[src/rtl/fifo2axis_pkg.sv]
// Shared types and width helpers for the fifo2axis store-and-forward bridge.
package fifo2axis_pkg;

    typedef enum logic {
        IDLE = 1'b0,
        SEND = 1'b1
    } out_state_t;

    localparam int DEFAULT_DEPTH   = 16;
    localparam int DEFAULT_PKT_LEN = 4;

    function automatic int ptr_width(input int depth);
        return (depth > 1) ? $clog2(depth) : 1;
    endfunction

    // The occupancy count must be able to hold DEPTH itself, not just DEPTH-1.
    function automatic int cnt_width(input int depth);
        return $clog2(depth + 1);
    endfunction

    function automatic int beat_width(input int pkt_len);
        return (pkt_len > 1) ? $clog2(pkt_len) : 1;
    endfunction

endpackage

[src/rtl/fifo2axis_mem.sv]
// Simple dual-port buffer RAM: one synchronous write port, one combinational read port.
module fifo2axis_mem
    import fifo2axis_pkg::*;
#(
    parameter int DATA_WIDTH = 32,
    parameter int DEPTH      = DEFAULT_DEPTH,
    parameter int ADDR_W     = ptr_width(DEPTH)
) (
    input  logic                  clk,
    input  logic                  wr_en,
    input  logic [ADDR_W-1:0]     wr_addr,
    input  logic [DATA_WIDTH-1:0] wr_data,
    input  logic [ADDR_W-1:0]     rd_addr,
    output logic [DATA_WIDTH-1:0] rd_data
);

    logic [DATA_WIDTH-1:0] mem [DEPTH];

    always_ff @(posedge clk) begin
        if (wr_en) begin
            mem[wr_addr] <= wr_data;
        end
    end

    assign rd_data = mem[rd_addr];

endmodule

[src/rtl/fifo2axis.sv]
// Packet store-and-forward buffer re-emitting collector bursts as an AXI4-Stream master.
// Optional FIFO2AXIS_SOP_EN adds m_axis_tuser marking the first beat of each packet.
module fifo2axis
    import fifo2axis_pkg::*;
#(
    parameter int DATA_WIDTH = 32,
    parameter int PKT_LEN    = DEFAULT_PKT_LEN,
    parameter int DEPTH      = DEFAULT_DEPTH
) (
    input  logic                  clk,
    input  logic                  rst,
    input  logic [DATA_WIDTH-1:0] din,
    input  logic                  din_valid,
    output logic                  overflow,
    output logic                  full,
    output logic [DATA_WIDTH-1:0] m_axis_tdata,
    output logic                  m_axis_tvalid,
    input  logic                  m_axis_tready,
    output logic                  m_axis_tlast
`ifdef FIFO2AXIS_SOP_EN
    ,
    output logic                  m_axis_tuser
`endif
);

    localparam int PTR_W  = ptr_width(DEPTH);
    localparam int CNT_W  = cnt_width(DEPTH);
    localparam int BEAT_W = beat_width(PKT_LEN);

    localparam logic [BEAT_W-1:0] LAST_BEAT = BEAT_W'(PKT_LEN - 1);
    localparam logic [PTR_W-1:0]  LAST_PTR  = PTR_W'(DEPTH - 1);
    localparam logic [CNT_W-1:0]  DEPTH_C   = CNT_W'(DEPTH);
    localparam logic [CNT_W-1:0]  PKT_LEN_C = CNT_W'(PKT_LEN);
    localparam logic              SOLO_LAST = (PKT_LEN == 1);

    logic [PTR_W-1:0]      wr_ptr, rd_ptr, rd_ptr_next, rd_addr;
    logic [CNT_W-1:0]      count, count_next, pkt_avail;
    logic [BEAT_W-1:0]     in_beat, out_beat, out_beat_d;
    logic                  dropping, drop_now, wr_en, commit;
    logic                  hs, final_beat, more_pkts;
    logic [DATA_WIDTH-1:0] mem_word, rd_word, tdata_d;
    logic                  tvalid_d, tlast_d;
    out_state_t            state, next_state;

    fifo2axis_mem #(
        .DATA_WIDTH(DATA_WIDTH),
        .DEPTH     (DEPTH),
        .ADDR_W    (PTR_W)
    ) u_mem (
        .clk    (clk),
        .wr_en  (wr_en),
        .wr_addr(wr_ptr),
        .wr_data(din),
        .rd_addr(rd_addr),
        .rd_data(mem_word)
    );

    // Admission is decided once at beat 0 and remembered for the rest of the packet.
    assign drop_now = (in_beat == '0) ? ((DEPTH_C - count) < PKT_LEN_C) : dropping;
    assign wr_en    = din_valid && !drop_now;
    assign commit   = wr_en && (in_beat == LAST_BEAT);

    always_ff @(posedge clk) begin
        if (rst) begin
            in_beat  <= '0;
            dropping <= 1'b0;
            wr_ptr   <= '0;
            overflow <= 1'b0;
        end else if (din_valid) begin
            in_beat  <= (in_beat == LAST_BEAT) ? '0 : in_beat + BEAT_W'(1);
            dropping <= drop_now;
            if (drop_now) begin
                overflow <= 1'b1;
            end else begin
                wr_ptr <= (wr_ptr == LAST_PTR) ? '0 : wr_ptr + PTR_W'(1);
            end
        end
    end

    assign hs          = m_axis_tvalid && m_axis_tready;
    assign final_beat  = (out_beat == LAST_BEAT);
    assign more_pkts   = (pkt_avail > CNT_W'(1)) || commit;
    assign rd_ptr_next = (rd_ptr == LAST_PTR) ? '0 : rd_ptr + PTR_W'(1);
    assign rd_addr     = hs ? rd_ptr_next : rd_ptr;
    // With one-word packets the word being committed can be the next one to load.
    assign rd_word     = (wr_en && (wr_ptr == rd_addr)) ? din : mem_word;

    always_comb begin
        count_next = count + CNT_W'(wr_en) - CNT_W'(hs);
    end

    always_ff @(posedge clk) begin
        if (rst) begin
            count     <= '0;
            full      <= 1'b0;
            pkt_avail <= '0;
            rd_ptr    <= '0;
        end else begin
            count     <= count_next;
            full      <= (count_next == DEPTH_C);
            pkt_avail <= pkt_avail + CNT_W'(commit) - CNT_W'(hs && final_beat);
            if (hs) begin
                rd_ptr <= rd_ptr_next;
            end
        end
    end

    always_ff @(posedge clk) begin
        if (rst) begin
            state <= IDLE;
        end else begin
            state <= next_state;
        end
    end

    always_comb begin
        next_state = state;
        case (state)
            IDLE:    if (pkt_avail != '0) next_state = SEND;
            SEND:    if (hs && final_beat && !more_pkts) next_state = IDLE;
            default: next_state = IDLE;
        endcase
    end

    // Next values of the registered stream outputs; holding is the default.
    always_comb begin
        tdata_d    = m_axis_tdata;
        tvalid_d   = m_axis_tvalid;
        tlast_d    = m_axis_tlast;
        out_beat_d = out_beat;
        case (state)
            IDLE: begin
                tvalid_d = 1'b0;
                if (pkt_avail != '0) begin
                    tdata_d    = rd_word;
                    tvalid_d   = 1'b1;
                    tlast_d    = SOLO_LAST;
                    out_beat_d = '0;
                end
            end
            SEND: begin
                if (hs) begin
                    if (!final_beat) begin
                        out_beat_d = out_beat + BEAT_W'(1);
                        tdata_d    = rd_word;
                        tlast_d    = ((out_beat + BEAT_W'(1)) == LAST_BEAT);
                    end else if (more_pkts) begin
                        out_beat_d = '0;
                        tdata_d    = rd_word;
                        tlast_d    = SOLO_LAST;
                    end else begin
                        tvalid_d = 1'b0;
                        tlast_d  = 1'b0;
                    end
                end
            end
            default: begin
                tvalid_d = 1'b0;
                tlast_d  = 1'b0;
            end
        endcase
    end

    always_ff @(posedge clk) begin
        if (rst) begin
            m_axis_tdata  <= '0;
            m_axis_tvalid <= 1'b0;
            m_axis_tlast  <= 1'b0;
            out_beat      <= '0;
        end else begin
            m_axis_tdata  <= tdata_d;
            m_axis_tvalid <= tvalid_d;
            m_axis_tlast  <= tlast_d;
            out_beat      <= out_beat_d;
        end
    end

`ifdef FIFO2AXIS_SOP_EN
    logic tuser_d;

    always_comb begin
        tuser_d = m_axis_tuser;
        if (state == IDLE) begin
            if (pkt_avail != '0) tuser_d = 1'b1;
        end else if (hs) begin
            tuser_d = final_beat && more_pkts;
        end
    end

    always_ff @(posedge clk) begin
        if (rst) begin
            m_axis_tuser <= 1'b0;
        end else begin
            m_axis_tuser <= tuser_d;
        end
    end
`endif

endmodule
[config.mk]
export PLATFORM = sky130hd
export DESIGN_NAME = fifo2axis
export DESIGN_NICKNAME = d
export VERILOG_FILES = /design/src/rtl/fifo2axis_pkg.sv /design/src/rtl/fifo2axis_mem.sv /design/src/rtl/fifo2axis.sv
export SDC_FILE = /design/constraint.sdc
export NUM_CORES = 1
export LEC_CHECK = 0
export CAP_MARGIN = 20
export CORE_ASPECT_RATIO = 0.6
export CORE_MARGIN = 5
export CORE_UTILIZATION = 40
export DETAILED_ROUTE_END_ITERATION = 12
export PLACE_DENSITY_LB_ADDON = 0.1
export SLEW_MARGIN = 20
export SYNTH_ARGS = -nofsm -noshare
export SYNTH_HDL_FRONTEND = slang
export SYNTH_HIERARCHICAL = 1
export SYNTH_SLANG_ARGS = --single-unit
[constraint.sdc]
create_clock -name clk -period 5.6 [get_ports clk]
set_input_delay 1.12 -clock clk [delete_from_list [all_inputs] [get_ports clk]]
set_output_delay 1.12 -clock clk [all_outputs]
set_load 0.005 [all_outputs]
==> results.txt, run 1 <==
- For this run, the number of Yosys warnings is 6.
- Clock edge transition at the registers on the reported setup and hold paths: 0.06 ns
- Lkg Pwr: ~8.4 nW
- The number of nets handed over by synthesis was between 1000 and 1500.
- Derived from the worst setup path, the maximum achievable clock frequency is around 240 MHz.
- Worst vdd ir: about 0.27 mV
- The number of different library cells used by synthesis comes to 66.
- Overflow after GRT: 0
- Die width: between 300 and 400 um
- CTS saw about 570 sinks.
- Endpoint type of the worst setup path: register
- Area share of the leading cell type in the synthesized netlist: 0.654
* Post-detailed-route count of antenna-violating nets: 0
- Diodes inserted: 0
- between 70 and 80 I/O pins were placed.
- Gate power share: 0.180
* Nets@finish: 1444
* Maximum buffer depth of the clock tree: 3
- In this run the number of H-tree levels came out at 2.
- Avg WL per Cell: between 20 and 30 um
* Data arrival time of the worst path: ~4.7 ns
* Clock insertion delay at the later pin of the skew report: around 0.60 ns
- The initial antenna violation count was 1.
* RSZ-0062 raised after global routing: no
- The count of cells in the finished layout, fillers not included, comes to 2200.
* Fraction of registers with async set/reset: 0
- Cell internal power was estimated by the tool at approximately 0.0076 W.
- Sw Pwr: just under 0.003 W
* First-pass GRT wire length: 93.0 mm
- Max-slew headroom at the worst pin: 0.272
- Relative to the synthesized area, the layout overhead comes to 15.2%.
- Final-report max-slew violation count: 0
- Total GRT Usage: 0.201
- Vertical extent of the die: about 200 um
- met1 is the most crowded layer.
* DRC errors left: 0
- Averaged over all synthesized cells, the footprint is between 15 and 20 um2.
- Overall power of the completed layout: 0.0106 W
- The region available for standard cell placement spans 57900 um2.
* Max-Cap Viols: 0
* M3 GR Usage: 0.0424
- For the final database, setup skew stands at about 0.013 ns.
- The number of global-route vias before repair was 12900.
- The number of clock buffers added by TritonCTS is between 50 and 60.
- The first detailed-routing pass took 5 iterations.
* IO buf count: about 70
- Sequential share of the synthesized area: 0.705
* Transition time of the tightest slew-check pin: around 1.1 ns
* Clock tree from TritonCTS: done
- The worst setup path is launched from an input pin.
* Post-synthesis cell type with the largest combined area: edfxtp_1
* Post-DP HPWL: about 36 mm
- Initial cell density of the core: 0.407
- Of the total power, the clock network draws 0.335.
* M2 GR Usage: 0.282
* Register bit count reported by yosys: 572
- Met1 capacity usage during global routing: 0.321
* Sum of negative setup slack: 0 ns
- DR iter-0 viols: 1426
* Type of the most critical hold path: reg2reg
* Count of hold buffers inserted by post-cts repair: 0
- Main synth FF type: edfxtp_1
- After layout, the minimum clock period comes to between 4 and 5 ns.
* Number of hold-slack violations in the final timing report: 0
* Crit Path Max Fanout: 19
- The share of total power dissipated in sequential elements is 0.485.
- At the end of the flow the core is filled with cells to 0.469.
- The die covers about 64000 um2.
- Final estimated routing congestion in global placement: between 0.7 and 0.8
- Row generation in the floorplan step produced 68 rows.
- The synthesized design contains 512 enable-type register cells.
- Postcts setup bufs: 0
- After synthesis the cells add up to ~24000 um2.
- Post-Syn Instances: 1301
- Ranked by total cell area, the synthesized netlist is headed by edfxtp_1 (65%), mux4_2 (12%), dfxtp_1 (5.1%).
- By startpoint and endpoint, the worst setup path is classified as in2reg.
- In the routed layout, each cell is associated on average with a via count of 5.98.
- The routed layout has between 10000 and 15000 vias.
* Run status: completed
- The tree is rooted in a clkbuf_16.
- Largest net degree at the start of global routing: 56
- Ratio of cells with drive above 1 in the final layout: 0.236
- Worst R2R Setup Slack: between 1.5 and 2 ns
- Once the clock tree was built, the resizer swapped 0 gates to a different size.
- For the worst setup path, the data required time is between 6 and 7 ns.
- Portion of the clock cycle consumed by the worst path in the final layout: 0.743
- Areal power density over the cells: 390 nW/um2
- Setup Viol. Count Final: 0
- Number of placed cells counting well taps: approximately 2100
- Post-detailed-routing wire length: 64.5 mm
- Switch share: 0.282
-- per-layer routing --
metal | share of wire | vias to the layer above
met4 | 0.018 | 2
met2 | 0.42 | 507
li1 | - | 5578
met5 | 0.00020 | -
met1 | 0.49 | 6979
met3 | 0.074 | 82
-- logic make-up (layout without fill, tap and decap cells) --
group | after synthesis | after routing | share of synthesized area
AO/OA/AOI/OAI | 210 | 210 | 0.0783
XOR/XNOR | 8 | 8 | 0.00356
adder cells (fa/ha/maj) | 24 | 24 | 0.0134
buffers and inverters | 155 | 284 | 0.0289
flip-flops | 572 | 572 | 0.705
multiplexers | 132 | 132 | 0.124
AND/OR/NAND/NOR | 200 | 200 | 0.0467
-- synth_stat cells, types with 5 or more instances --
master	instances
edfxtp_1	512
mux4_2	128
a22oi_1	64
dfxtp_1	60
clkbuf_1	53
inv_1	53
nand2_1	43
nand4_1	34
a211oi_1	33
nor4_1	33
o41ai_1	32
a311oi_2	31
nor2_1	30
ha_1	22
buf_2	20
a21oi_1	17
buf_4	13
buf_1	10
nor2b_1	10
nor3_1	8
nand2b_1	7
nand3_1	7
o21ai_0	7
a21o_1	5
and3_1	5
-- placed cells by master, fill, tap and decap left out, types with 16 or more instances in the layout --
| master | count |
|---|---|
| edfxtp_1 | 512 |
| mux4_2 | 128 |
| clkdlybuf4s50_1 | 70 |
| a22oi_1 | 64 |
| dfxtp_1 | 60 |
| clkbuf_16 | 55 |
| inv_1 | 53 |
| buf_4 | 48 |
| nand2_1 | 42 |
| nand4_1 | 34 |
| a211oi_1 | 33 |
| nor4_1 | 33 |
| o41ai_1 | 32 |
| a311oi_2 | 30 |
| clkbuf_1 | 24 |
| ha_1 | 22 |
| nor2_1 | 17 |
| a21oi_1 | 16 |
-- worst max-delay path: stages --
cell             delay [ns]
clkdlybuf4s50_1        0.66
nand2_2                0.17
clkinv_2               0.15
nand4_1                0.12
o21ai_0                0.72
and2_2                 0.73
buf_4                  0.40
a22oi_1                0.11
nand2_1                0.10
o41ai_1                0.09
a311oi_2               0.27
-- path summary, 6_finish.rpt --
check,from,to,cells after the start
worst max-delay path,m_axis_tready,m_axis_tdata[23],11
worst min-delay path,dropping,dropping,2
worst min register to register,dropping,dropping,2
worst max register to register,count[1],u_mem/mem[10][8],9
-- final cells by class --
cell class | instances | area (um2)
well taps | 770 | 963
clock buffers | 84 | 1540
fillers | 4912 | 30700
flip-flops and latches | 572 | 16600
inverters | 55 | 208
clock inverters | 18 | 148
repair buffers | 127 | 1220
multi-input cells | 574 | 6460
-- per-stage QoR --
stage / hold WS, ns / instance area, um2 / setup WS [ns]
after floorplan: 0.454 / 23500 / 0.688
after global placement: 0.472 / 25400 / 1.02
after detailed placement: 0.472 / 25400 / 0.892
after CTS: 0.492 / 27100 / 1.52
after global routing: 0.519 / 27100 / 1.19
final: 0.487 / 27100 / 1.44
-- power by group through the flow --
stage / Combinational, W / Sequential (W) / Clock (W)
3_3_place_gp: 0.00187 / 0.00521 / 0
4_1_cts: 0.00188 / 0.00513 / 0.00364
3_5_place_dp: 0.00187 / 0.00522 / 0
5_1_grt: 0.00205 / 0.00515 / 0.00381
6_report: 0.00191 / 0.00513 / 0.00354
2_1_floorplan: 0.00121 / 0.00517 / 0
-- sequential cells by signal (all words and copies together), names as in the netlist --
register	count
m_axis_tlast	1
m_axis_tdata	32
overflow	1
rd_ptr	4
in_beat	2
state	1
pkt_avail	5
full	1
dropping	1
out_beat	2
wr_ptr	4
u_mem/mem	512
m_axis_tvalid	1
count	5
Note: power is estimated with default switching activity, not from simulation.
==> inputs of run 2 (changes only) <==
- clock period: 5.6 -> 3.33 ns (I/O delays scaled with it)
==> run 2 against run 1 <==
Global-route usage rose by 0.69 points. Critical endpoint is now pkt_avail[4]. Largest cell class unchanged. Power rose by 74%. Register-to-register slack got worse by 1.4 ns.
==> results.txt, run 2 (synthesis gave the netlist of run 1 again) <==
- Run status: completed
- At the pin with the least slew margin, the transition time is a little under 1 ns.
* Largest register FFs: about 510
- The clock net in this run drives a total of ~570 sinks.
- After layout, the minimum clock period comes to 3.03 ns.
* Diodes inserted: 0
* Vertical extent of the die: ~200 um
- The min-delay analysis places its worst path in the category reg2reg.
* First-pass GRT wire length: 95.9 mm
- On the critical path, the stage with the largest delay is an instance of dfxtp_4.
- In the layout the commonest cells are edfxtp_1 (512), mux4_2 (128), buf_4 (84).
- The worst hold path passes through 2 cells.
- Vias post-DR: between 10000 and 15000
- The number of cells on the worst reg-to-reg path is 18.
* Final-report max-slew violation count: 0
- Clock edge transition at the registers on the reported setup and hold paths: ~0.07 ns
- Portion of the clock cycle consumed by the worst path in the final layout: 0.911
- Destination of the worst hold path: dropping
* Die width: around 320 um
- The routed design has between 60 and 70 mm of wire.
- Worst setup path category: reg2reg
- The floorplan has between 60 and 70 rows.
- Vias per cell: 5.87
- Number of hold-slack violations in the final timing report: 0
- STA classifies the critical path startpoint as a register.
* Max-slew headroom at the worst pin: 0.352
- Once layout is complete, the cells apart from fillers number 2268.
- For this design the top-level I/O count stands at 72.
- Largest net degree at the start of global routing: 39
- The detailed router finished its first iteration with roughly 1300 violations.
* Number of placed cells counting well taps: 2168
* Worst flop-to-flop path endpoint: pkt_avail[4]
* Largest registers: u_mem/mem x512, m_axis_tdata x32
* Maximum clock frequency: 330 MHz
- Maximum buffer depth of the clock tree: 3
* Sequence of cells on the critical path: inv_1 -> ha_2 -> nor3b_2 -> o311ai_2 -> a22oi_2 -> buf_4 -> inv_2 -> nand2_1 -> ha_1 -> inv_1 -> ha_1 -> inv_1 -> fa_2 -> nor2_1 -> nor2_1 -> nor2_1 -> o21ai_0 -> a21oi_1
- The tree is rooted in a clkbuf_16.
* Total GRT Usage: 0.207
- Overflow after GRT: 0
* DRC errors left: 0
- The startpoint identified for the worst hold timing path is dropping.
* Number of CTS-inserted buffers: 53
- RSZ-0062 raised after global routing: no
- The tightest hold path in the finished design has a slack of ~0.48 ns.
* Lkg Pwr: just under 9 nW
* Drt first pass iters: 6
- The count of nets left with antenna violations once routing finished came out at 0.
- Share of the core filled with cells in the final layout: 0.488
- From synthesis to final layout, the design area changed by 19.9%.
* Final estimated routing congestion in global placement: just under 0.8
- Total die area: 63900 um2
* Worst vdd ir: 0.491 mV
- Max-Cap Viols: 0
* Area inside the core boundary: around 58000 um2
* Largest register by flop count: u_mem/mem
- In the final design database the tool counted 1515 nets.
- The worst setup path is captured at a register.
- After legalization and detailed placement, the total HPWL measured around 39 mm.
- TritonCTS built the clock tree.
- Delay contributed by the slowest stage of the critical path: 0.37 ns
* Number of global-route vias before repair: roughly 14000
* Areal power density over the cells: around 650 nW/um2
- Avg WL per Cell: roughly 29 um
- Clock skew on the completed layout was measured at around 0.019 ns.
* Commonest non-fill, non-tap cell in the layout: edfxtp_1
* Required time of the worst setup path: just under 4 ns
- After layout, the design draws a total of ~0.018 W.
- In the final layout, the share of cells above drive strength 1 is 0.283.
- The initial antenna violation count was 0.
* H-Tree Depth: 2
- Initial cell density of the core: 0.407
* Clock insertion delay at the later pin of the skew report: roughly 0.6 ns
- IO buf count: roughly 70
- Setup violations remaining at the end of the flow were counted as 0.
- Along the worst path, the maximum fanout reaches 5.
* Data arrival time of the worst path: about 3.6 ns
- Count of hold buffers inserted by post-cts repair: 0
* Startpoint of the lowest-slack register-to-register path: count[1]
- The setup check on the worst reg-to-reg path leaves a slack of between 0.2 and 0.3 ns.
==> run 2: timing repair <==
| item | CTS | global route |
|---|---|---|
| endpoints found under the setup margin | 0 | 1 |
| resized for setup | 0 | 8 |
| setup buffers | 0 | 2 |
==> run 2: report_power, final <==
part           switching [W]  internal [W]  leakage [nW]
clock network        0.00267       0.00351         0.868
logic                0.00222       0.00133          2.97
registers           0.000213       0.00840          5.11
==> run 2: cell type report <==
| class | instances | area (um2) |
|---|---|---|
| Fill cell | 4825 | 29600 |
| Multi-Input combinational cell | 574 | 6500 |
| Tap cell | 770 | 963 |
| Clock inverter | 31 | 320 |
| Inverter | 55 | 208 |
| Timing Repair Buffer | 199 | 2220 |
| Sequential cell | 572 | 16600 |
| Clock buffer | 67 | 1430 |
==> run 2: worst max-delay path: cells and delay by family, from the launching register on <==
| family | cells | cell delay [ns] |
|---|---|---|
| simple gates | 5 | 0.58 |
| compound gates | 4 | 0.60 |
| fa+ha+maj | 4 | 1.01 |
| buf+inv | 5 | 0.41 |
| flops | 1 | 0.37 |
==> run 2: through the flow <==
stage	setup slack (ns)	area [um2]	setup TNS (ns)
after floorplan	-0.233	23600	-76.13
after global placement	-0.0920	26400	-0.586
after detailed placement	-0.0870	26400	-0.977
after CTS	0.164	28200	0
after global routing	0.00269	28200	0
final	0.296	28200	0
==> run 2: how the worst max path moves through the flow <==
stage                     slack [ns]               end           from  cells past startpoint
after floorplan                -0.23  u_mem/mem[11][0]       count[1]                     10
final                           0.30      pkt_avail[4]       count[1]                     18
after CTS                       0.16      pkt_avail[4]       count[1]                     18
after global placement         -0.09  m_axis_tdata[26]  m_axis_tready                     11
after detailed placement       -0.09  m_axis_tdata[26]  m_axis_tready                     11
after global routing           0.003      pkt_avail[4]       count[1]                     18
==> run 2: per-layer routing <==
metal	vias to the layer above	share of wire	wire (um)	GRT usage
met5	-	0	0	0
met3	98	0.081	5380	0.0501
met1	6999	0.47	30900	0.318
met2	515	0.43	28600	0.304
li1	5700	-	-	-
met4	0	0.019	1280	0.0434
